### src/rtl/accel_spi_reader.sv
// ADXL345 SPI reader: configures the accelerometer, then periodically burst-reads X/Y and
// scales/saturates each axis to 8-bit signed. Define ACCEL_DEADZONE_EN to zero small readings.
module accel_spi_reader #(
   parameter int CLK_DIV       = 25,
   parameter int SAMPLE_PERIOD = 500000,
   parameter int SHIFT         = 2,
   parameter int DEADZONE      = 2
) (
   input  logic       clk,
   input  logic       arst_n,
   output logic       o_spi_sclk,
   output logic       o_spi_cs_n,
   output logic       o_spi_mosi,
   input  logic       i_spi_miso,
   output logic [7:0] o_accel_x,
   output logic [7:0] o_accel_y,
   output logic       o_valid,
   output logic       o_init_done
);

   typedef enum logic [2:0] {
      ST_PWRUP  = 3'd0,
      ST_CFG0   = 3'd1,
      ST_CFG1   = 3'd2,
      ST_WAIT   = 3'd3,
      ST_READ   = 3'd4,
      ST_UPDATE = 3'd5
   } state_t;

   localparam int WW = (SAMPLE_PERIOD > 1) ? $clog2(SAMPLE_PERIOD) : 1;
   localparam int DW = $clog2(CLK_DIV);
   localparam logic [WW-1:0] WAIT_MAX = WW'(SAMPLE_PERIOD - 1);
   localparam logic [DW-1:0] DIV_MAX  = DW'(CLK_DIV - 1);

   // Half-period steps: 0 = CS lead-in, odd = SCLK low, even = SCLK high; beyond the last bit step CS is high.
   localparam logic [6:0] CFG_BITS_END  = 7'd32;
   localparam logic [6:0] READ_BITS_END = 7'd80;
   localparam logic [6:0] CFG0_LAST     = 7'd34;

`ifdef ACCEL_DEADZONE_EN
   localparam bit DZ_ENABLE = 1'b1;
`else
   localparam bit DZ_ENABLE = 1'b0;
`endif
   localparam int DZ_LIMIT = DZ_ENABLE ? DEADZONE : 0;

   function automatic logic [7:0] saturate(input logic [15:0] raw);
      logic signed [15:0] s;
      s = $signed(raw) >>> SHIFT;
      if (s > 16'sd127) begin
         return 8'h7F;
      end else if (s < -16'sd128) begin
         return 8'h80;
      end else begin
         return s[7:0];
      end
   endfunction

   function automatic logic [7:0] apply_deadzone(input logic [7:0] v);
      int sv;
      sv = int'($signed(v));
      if ((sv < DZ_LIMIT) && (sv > -DZ_LIMIT)) begin
         return 8'h00;
      end else begin
         return v;
      end
   endfunction

   state_t          state_r, state_s, after_s;
   logic [WW-1:0]   wait_cnt_r, wait_cnt_s;
   logic [DW-1:0]   div_r, div_s;
   logic [6:0]      step_r, step_s, last_step_s, bit_last_s;
   logic [31:0]     rx_r, rx_s;
   logic [39:0]     tx_word_s;
   logic [5:0]      bit_idx_s;
   logic            miso_r;
   logic            sclk_r, sclk_s, cs_n_r, cs_n_s, mosi_r, mosi_s;
   logic            half_done_s, xfer_s, cs_low_s;
   logic [7:0]      accel_x_r, accel_x_s, accel_y_r, accel_y_s;
   logic            valid_r, valid_s, init_done_r, init_done_s;

   // Next-state, datapath and next SPI pin values
   always_comb begin
      state_s     = state_r;
      wait_cnt_s  = wait_cnt_r;
      div_s       = div_r;
      step_s      = step_r;
      rx_s        = rx_r;
      accel_x_s   = accel_x_r;
      accel_y_s   = accel_y_r;
      valid_s     = 1'b0;
      init_done_s = init_done_r;
      half_done_s = (div_r == DIV_MAX);

      case (state_r)
         ST_CFG0: begin
            last_step_s = CFG0_LAST;
            after_s     = ST_CFG1;
         end
         ST_CFG1: begin
            last_step_s = CFG_BITS_END;
            after_s     = ST_WAIT;
         end
         default: begin
            last_step_s = READ_BITS_END;
            after_s     = ST_UPDATE;
         end
      endcase

      case (state_r)
         ST_PWRUP, ST_WAIT: begin
            if (wait_cnt_r == WAIT_MAX) begin
               wait_cnt_s = {WW{1'b0}};
               div_s      = {DW{1'b0}};
               step_s     = 7'd0;
               if (state_r == ST_PWRUP) begin
                  state_s = ST_CFG0;
               end else begin
                  state_s = ST_READ;
               end
            end else begin
               wait_cnt_s = wait_cnt_r + 1'b1;
            end
         end
         ST_CFG0, ST_CFG1, ST_READ: begin
            if (half_done_s) begin
               div_s = {DW{1'b0}};
               // Leaving an SCLK-low step means a rising edge: capture MISO.
               if ((state_r == ST_READ) && step_r[0]) begin
                  rx_s = {rx_r[30:0], miso_r};
               end else begin
                  rx_s = rx_r;
               end
               if (step_r == last_step_s) begin
                  step_s  = 7'd0;
                  state_s = after_s;
                  if (state_r == ST_CFG1) begin
                     init_done_s = 1'b1;
                  end else begin
                     init_done_s = init_done_r;
                  end
               end else begin
                  step_s = step_r + 1'b1;
               end
            end else begin
               div_s = div_r + 1'b1;
            end
         end
         ST_UPDATE: begin
            accel_x_s = apply_deadzone(saturate({rx_r[23:16], rx_r[31:24]}));
            accel_y_s = apply_deadzone(saturate({rx_r[7:0], rx_r[15:8]}));
            valid_s   = 1'b1;
            state_s   = ST_WAIT;
         end
         default: begin
            state_s = ST_PWRUP;
         end
      endcase

      xfer_s = (state_s == ST_CFG0) || (state_s == ST_CFG1) || (state_s == ST_READ);
      if (state_s == ST_READ) begin
         bit_last_s = READ_BITS_END;
      end else begin
         bit_last_s = CFG_BITS_END;
      end
      cs_low_s = xfer_s && (step_s <= bit_last_s);

      case (state_s)
         ST_CFG0: tx_word_s = {16'h3100, 24'h000000};
         ST_CFG1: tx_word_s = {16'h2D08, 24'h000000};
         ST_READ: tx_word_s = 40'hF2_0000_0000;
         default: tx_word_s = 40'h00_0000_0000;
      endcase
      bit_idx_s = 6'd39 - step_s[6:1];

      cs_n_s = ~cs_low_s;
      if (cs_low_s) begin
         sclk_s = ~step_s[0];
         if (step_s[0]) begin
            mosi_s = tx_word_s[bit_idx_s];
         end else begin
            mosi_s = mosi_r;
         end
      end else begin
         sclk_s = 1'b1;
         mosi_s = mosi_r;
      end
   end

   // State, counters, SPI pins and result registers
   always_ff @(posedge clk or negedge arst_n) begin
      if (!arst_n) begin
         state_r     <= ST_PWRUP;
         wait_cnt_r  <= {WW{1'b0}};
         div_r       <= {DW{1'b0}};
         step_r      <= 7'd0;
         rx_r        <= 32'h0000_0000;
         miso_r      <= 1'b0;
         sclk_r      <= 1'b1;
         cs_n_r      <= 1'b1;
         mosi_r      <= 1'b0;
         accel_x_r   <= 8'h00;
         accel_y_r   <= 8'h00;
         valid_r     <= 1'b0;
         init_done_r <= 1'b0;
      end else begin
         state_r     <= state_s;
         wait_cnt_r  <= wait_cnt_s;
         div_r       <= div_s;
         step_r      <= step_s;
         rx_r        <= rx_s;
         miso_r      <= i_spi_miso;
         sclk_r      <= sclk_s;
         cs_n_r      <= cs_n_s;
         mosi_r      <= mosi_s;
         accel_x_r   <= accel_x_s;
         accel_y_r   <= accel_y_s;
         valid_r     <= valid_s;
         init_done_r <= init_done_s;
      end
   end

   assign o_spi_sclk  = sclk_r;
   assign o_spi_cs_n  = cs_n_r;
   assign o_spi_mosi  = mosi_r;
   assign o_accel_x   = accel_x_r;
   assign o_accel_y   = accel_y_r;
   assign o_valid     = valid_r;
   assign o_init_done = init_done_r;

endmodule

### config.mk
export PLATFORM = sky130hd
export DESIGN_NAME = accel_spi_reader
export DESIGN_NICKNAME = d
export VERILOG_FILES = /design/src/rtl/accel_spi_reader.sv
export SDC_FILE = /design/constraint.sdc
export NUM_CORES = 1
export LEC_CHECK = 0
export CORE_MARGIN = 2
export CORE_UTILIZATION = 60
export DETAILED_ROUTE_END_ITERATION = 10
export MAX_ROUTING_LAYER = met4
export PLACE_DENSITY = 0.8
export REMOVE_ABC_BUFFERS = 1
export SYNTH_ARGS = -nofsm -noshare
export SYNTH_HDL_FRONTEND = slang
export SYNTH_SLANG_ARGS = --single-unit
### constraint.sdc
create_clock -name clk -period 7.05 [get_ports clk]
set_input_delay 1.41 -clock clk [delete_from_list [all_inputs] [get_ports clk]]
set_output_delay 1.41 -clock clk [all_outputs]
set_load 0.01 [all_outputs]
; Yosys cells after proc, flatten, opt, wreduce, memory -nomap -nowiden
; Index checks and enable logic that the tools add are counted.
[op_classes]
n_addsub = 4
magnitude_cmp = 10
eq_ne = 12
mux = 29
bitwise_logic = 2
n_reduce_logical = 14
[op_table]
columns = cell, count
row1 = $pmux W40 S3, 1
row2 = $mux W8, 8
row3 = $gt A14 B8 Y1 const B, 2
row4 = $lt A14 B8 Y1 const B, 2
row5 = $mux W7, 4
row6 = $pmux W7 S2, 2
row7 = $add A19 B1 Y19 const B, 1
row8 = $eq A19 B19 Y1 const B, 1
row9 = $mux W19, 1
row10 = $gt A8 B1 Y1 const B, 2
row11 = $lt A8 B1 Y1 const B, 2
row12 = $mux W3, 4
row13 = $mux W5, 2
row14 = $pmux W5 S2, 1
row15 = $eq A3 B2 Y1 const B, 3
row16 = $eq A3 B3 Y1 const B, 3
row17 = $pmux W3 S3, 1
row18 = $add A7 B1 Y7 const B, 1
row19 = $eq A7 B7 Y1, 1
row20 = $le A7 B7 Y1, 1
row21 = $lt A6 B7 Y1 const B, 1
row22 = $bmux W1 S6, 1
row23 = $eq A3 B1 Y1 const B, 2
row24 = $pmux W3 S2, 1
row25 = 15 further kinds, 23
[word_totals]
reg_bits = 88
inputBits = 3
output_inout_bits = 21
word_cells = 84

; Logic depth before layout (Yosys ltp)
[depth]
ltp_word = 11
ltp_mapped = 16
depth_no_buf = 16

; Worst setup path before layout
; No wires, ideal clock.
[synth_timing]
path_kind = reg2reg
start = register state_r[0]
end = register mosi_r, in the netlist o_spi_mosi
setup_ns = 0.095
arrival_ns = 3.260
t_required_ns = 6.955
slack_ns = 3.694
path_stages_with_launch = 13
path_buffers = 1
period_less_slack_ns = 3.356
path_cell_list = dfrtp_1 > buf_6 > xor2_2 > a211o_1 > a2111oi_4 > nor2_1 > o21bai_1 > ha_1 > a21o_1 > a21oi_1 > nand3_1 > or4_1 > o31ai_1
[synth_between]
elab_chain_len = 11
elab_cells_between_ends = 32
classes_between = 1 x add/sub / 1 x order compare / 9 x eq/ne / 14 x mux / 7 x reduce/logical
[synth_rtl]
columns = item, line_no
row1 = start: declaration, 69  ; state_t state_r, state_s, after_s;
row2 = start signal: assignment, 207  ; state_r <= state_s;
row3 = "parallel branches: the longest is 11 deep, another holds $sub A6 B6 Y6", n/a
row4 = end signal: assignment, 215  ; mosi_r <= mosi_s;
row5 = end: declaration, 77  ; logic sclk_r, sclk_s, cs_n_r, cs_n_s, mosi_r, mosi_s;
; Parallel ways; which one is timed is not known. The select of a mux whose other input is x is not followed.
; A chain may end at the register's enable or synchronous reset.

; Worst setup path in the final report
; Ends and elaborated chain as after synthesis.

==> reports/qor_table.md <==
| Metric | Value |
| --- | --- |
| Number of gates resized after CTS | 0 |
| End point of the worst hold path | o_accel_y[6]$_DFFE_PN0P_ |
| Achievable frequency | 257 MHz |
| Critical path fanouts, max | 17 |
| R2r worst-path depth | 11 |
| Largest vdd supply drop | 0.142 mV |
| Initial standard-cell utilization of the core | 61.7% |
| Clock Tree Root | sky130_fd_sc_hd__clkbuf_8 |
| Post-synth EDFFs | 0 |
| Async set or reset register ratio after synthesis | 100% |
| Avg Synthesized Cell Area | 10.5 um^2 |
| # Max-Cap Violations | 0 |
| Number of register bits inferred by synthesis | 88 |
| Die area | 7640 um^2 |
| Cell area after layout | 4670 um^2 |
| Die X-Extent | 87.4 um |
| Post-synth top area share | 51.6% |
| Share of the core filled with cells in the final layout | 69.1% |
| Fraction of final layout cells sized beyond drive strength 1 | 14.0% |
| Dominant combinational cell family by area after synthesis | simple AND/OR/NAND/NOR gates |
| PortBufs | 23 |
| Die height | 87.4 um |
| HPWL after detailed placement | 5.40 mm |
| Post-route clock skew | 0.0174 ns |
| Largest cells by area after synthesis | sky130_fd_sc_hd__dfrtp_1, sky130_fd_sc_hd__mux2_2, sky130_fd_sc_hd__nand2_1 |
| Pwr per Cell Area | 182 nW/um^2 |
| Router iterations before antenna repair | 4 |
| Most frequent standard cell in the layout excluding fill and tap cells | sky130_fd_sc_hd__dfrtp_1 |
| Status | complete, no violations |
| Compound-gate portion of the synthesized area | 11.0% |
| Min-delay src | o_accel_y[6]$_DFFE_PN0P_ |
| CTS tree | yes |
| Source of the worst register-to-register timing path | state_r[0]$_DFF_PN0_ |
| Vias per cell | 5.89 |
| Number of sinks driven by the clock tree | 88 |
| Worst min-delay path class | flip-flop to flip-flop |
| Synthesized instance count | 397 |
| Period utilization | 55.2% |
| Fraction of the mapped netlist area in adder cells | 2.64% |
| Footprint of the flip-flops and latches | 2200 um^2 |
| Synthesis warning total | 0 |
| # IOs | 24 |
| Most used DFF post-synth | sky130_fd_sc_hd__dfrtp_1 |
| Internal reg-to-reg setup slack | 3.16 ns |
| Routed via count | 3000 |
| Placement Cell Area | 4470 um^2 |
| Reg2reg end | o_spi_mosi$_DFFE_PN0P_ |
| Final critical delay including setup and external delays | 3.89 ns |
| Wirelength per Cell | 15.1 um |
| Antenna violations before repair | 0 |
| Global routing usage summed across all routing layers | 23.3% |
| Buffers inserted by post-CTS timing repair | 0 |
| Combined area of the multi-input logic cells | 1860 um^2 |
| Number of antenna-violating nets in the routed design | 0 |
| Sum of internal, switching and leakage power | 851 uW |
| Core area | 6760 um^2 |
| Number of antenna repair diodes | 0 |
| Max Used Layer | met4 |
| Area share of and/or/nand/nor cells after synthesis | 17.2% |
| Number of fillers in the final layout | 499 |
| Leakage dissipation | 2.17 nW |
| Hold path cells | 2 |
| Total routed wirelength | 7.70 mm |
| Cts-stage hold buffer count | 0 |
| Filler-free cell count of the finished design | 509 |
| Clock transition at the registers of the reported paths | 0.10 ns |
| Layout area overhead | 11.9% |
| Required @ worst endpoint | 7.30 ns |
| Slew at the pin closest to its max-slew limit | 0.842 ns |
| Number of H-tree levels | 3 |
| Fin. max-slew vios | 0 |
| Proportion of synthesized chip area in sequential cells | 52.8% |
| Drt initial violations | 212 |
| Maximum root-to-sink buffer count | 2 |
| Unique masters post-synth | 53 |
| Cell Count Post-Placement | 493 |
| Post-route setup TNS | 0 ns |
| Worst Path Arrival | 4.15 ns |
| Cell accounting for the most synthesized area | sky130_fd_sc_hd__dfrtp_1 |
| Number of failing hold endpoints at the final stage | 0 |
| Final layout net count | 435 |
| Grt ovf | 0 |
| Worst Setup End Kind | flip-flop |
| First-pass GRT wire length | 13.6 mm |
| Type of origin of the critical path | flip-flop |
| Number of buffers added by the clock tree synthesis step | 9 |
| Rel. slew slack | 43.9% |
| Insertion delay of the later-clocked pin in the worst-skew pair | 0.36 ns |
| Row cnt | 30 |
| Setup repair after global routing missed its margin | false |
| # setup viols final | 0 |
| Met1 wire length | 3.65 mm |
| Most frequent cells in the layout | sky130_fd_sc_hd__dfrtp_1, sky130_fd_sc_hd__nand2_1, sky130_fd_sc_hd__nor2_1 |
| Met2 layer wire length in the routed design | 3.64 mm |
| Detailed-route DRC error count | 0 |
| Maximum number of pins on one net before global-route repair | 71 |
| Syn Std Cell Area | 4170 um^2 |
| Parity-gate share of the synthesized area counting xor and xnor cells | 4.77% |
| Via count of the first global-routing pass | 3022 |
| Post-synthesis mux area share | 8.88% |
| Final weighted congestion of routability-driven global placement | 0.882 |
| Sum of met3 wire segment lengths after detailed routing | 309 um |
| Type of the worst setup path | flip-flop to flip-flop |
layout make-up:
| cell class | instances | share of cell area [%] |
|---|---|---|
| sequential | 88 | 47.2 |
| multi-input combinational | 282 | 39.8 |
| clock buffer | 9 | 2.65 |
| timing repair buffer | 25 | 5.20 |
| tap | 80 | 2.14 |
| clock inverter | 7 | 1.53 |
| inverter | 18 | 1.45 |
synthesized netlist by cell type (3+ instances only):
cell and n:
sky130_fd_sc_hd__dfrtp_1 86, sky130_fd_sc_hd__nand2_1 50, sky130_fd_sc_hd__nor2_1 39, sky130_fd_sc_hd__o21ai_0 34
sky130_fd_sc_hd__mux2_2 32, sky130_fd_sc_hd__inv_1 18, sky130_fd_sc_hd__xnor2_1 15, sky130_fd_sc_hd__nand3_1 12
sky130_fd_sc_hd__and3_1 11, sky130_fd_sc_hd__nand4_1 9, sky130_fd_sc_hd__ha_1 8, sky130_fd_sc_hd__a21oi_1 7
sky130_fd_sc_hd__clkbuf_1 5, sky130_fd_sc_hd__nand2b_1 5, sky130_fd_sc_hd__a211o_1 4, sky130_fd_sc_hd__a31oi_1 4
sky130_fd_sc_hd__nor3_1 4, sky130_fd_sc_hd__xor2_1 4, sky130_fd_sc_hd__nor2b_1 3, sky130_fd_sc_hd__nor4_1 3
sky130_fd_sc_hd__o21ai_1 3, sky130_fd_sc_hd__o31ai_1 3, sky130_fd_sc_hd__or3_1 3
logic make-up (layout without fill, tap and decap cells):
kind of cell	after synthesis	in the layout
multiplexers	33	33
AND/OR/NAND/NOR	150	150
flip-flops	88	88
XOR/XNOR	21	21
buffers and inverters	27	59
AO/OA/AOI/OAI	69	69
adder cells (fa/ha/maj)	9	9
worst max path at each step:
| stage | startpoint | to | slack (ns) | cells after the start |
|---|---|---|---|---|
| after floorplan | state_r[0]$_DFF_PN0_ | o_spi_mosi$_DFFE_PN0P_ | 3.59 | 11 |
| after global placement | state_r[0]$_DFF_PN0_ | o_spi_mosi$_DFFE_PN0P_ | 3.39 | 11 |
| after detailed placement | state_r[0]$_DFF_PN0_ | o_spi_mosi$_DFFE_PN0P_ | 3.21 | 11 |
| after CTS | state_r[0]$_DFF_PN0_ | o_spi_mosi$_DFFE_PN0P_ | 3.15 | 11 |
| after global routing | state_r[0]$_DFF_PN0_ | o_spi_mosi$_DFFE_PN0P_ | 2.80 | 11 |
| final | state_r[0]$_DFF_PN0_ | o_spi_mosi$_DFFE_PN0P_ | 3.16 | 11 |
registers in the layout, summed over array words and instances, names as in the netlist:
signal and count:
o_init_done 1, o_spi_sclk 1, o_accel_y 8, wait_cnt_r 19, o_spi_mosi 1, o_valid 1, miso_r 1, state_r 3
o_accel_x 8, div_r 5, rx_r 32, step_r 7, o_spi_cs_n 1
metal layers:
| layer | vias to the layer above | global-route usage [%] |
|---|---|---|
| met5 | - | - |
| met4 | 0 | 7.41 |
| met3 | 10 | 3.98 |
| met2 | 77 | 36.1 |
| met1 | 1463 | 31.5 |
| li1 | 1450 | - |
critical path: stages, from the launching register on:
cell and delay [ns]:
sky130_fd_sc_hd__dfrtp_1 0.69, sky130_fd_sc_hd__xor2_2 0.17, sky130_fd_sc_hd__a211o_1 0.41, sky130_fd_sc_hd__a2111oi_4 0.60, sky130_fd_sc_hd__nor2_1 0.10, sky130_fd_sc_hd__o21bai_1 0.23
sky130_fd_sc_hd__ha_1 0.34, sky130_fd_sc_hd__a21o_1 0.16, sky130_fd_sc_hd__a21oi_1 0.18, sky130_fd_sc_hd__nand3_1 0.16, sky130_fd_sc_hd__or4_1 0.49, sky130_fd_sc_hd__o31ai_1 0.27
per-stage QoR:
step                setup slack, ns  hold slack, ns
floorplan                      3.59           0.456
global placement               3.39           0.460
detailed placement             3.21           0.471
CTS                            3.15           0.493
global route                   2.80           0.507
finish                         3.16           0.485
where the power goes:
group          internal [mW]  switching (mW)  leakage (nW)
Clock                  0.140           0.196         0.101
Sequential             0.505       0.0000646          1.21
Combinational        0.00119         0.00924         0.864
Note: power is estimated with default switching activity, not from simulation.
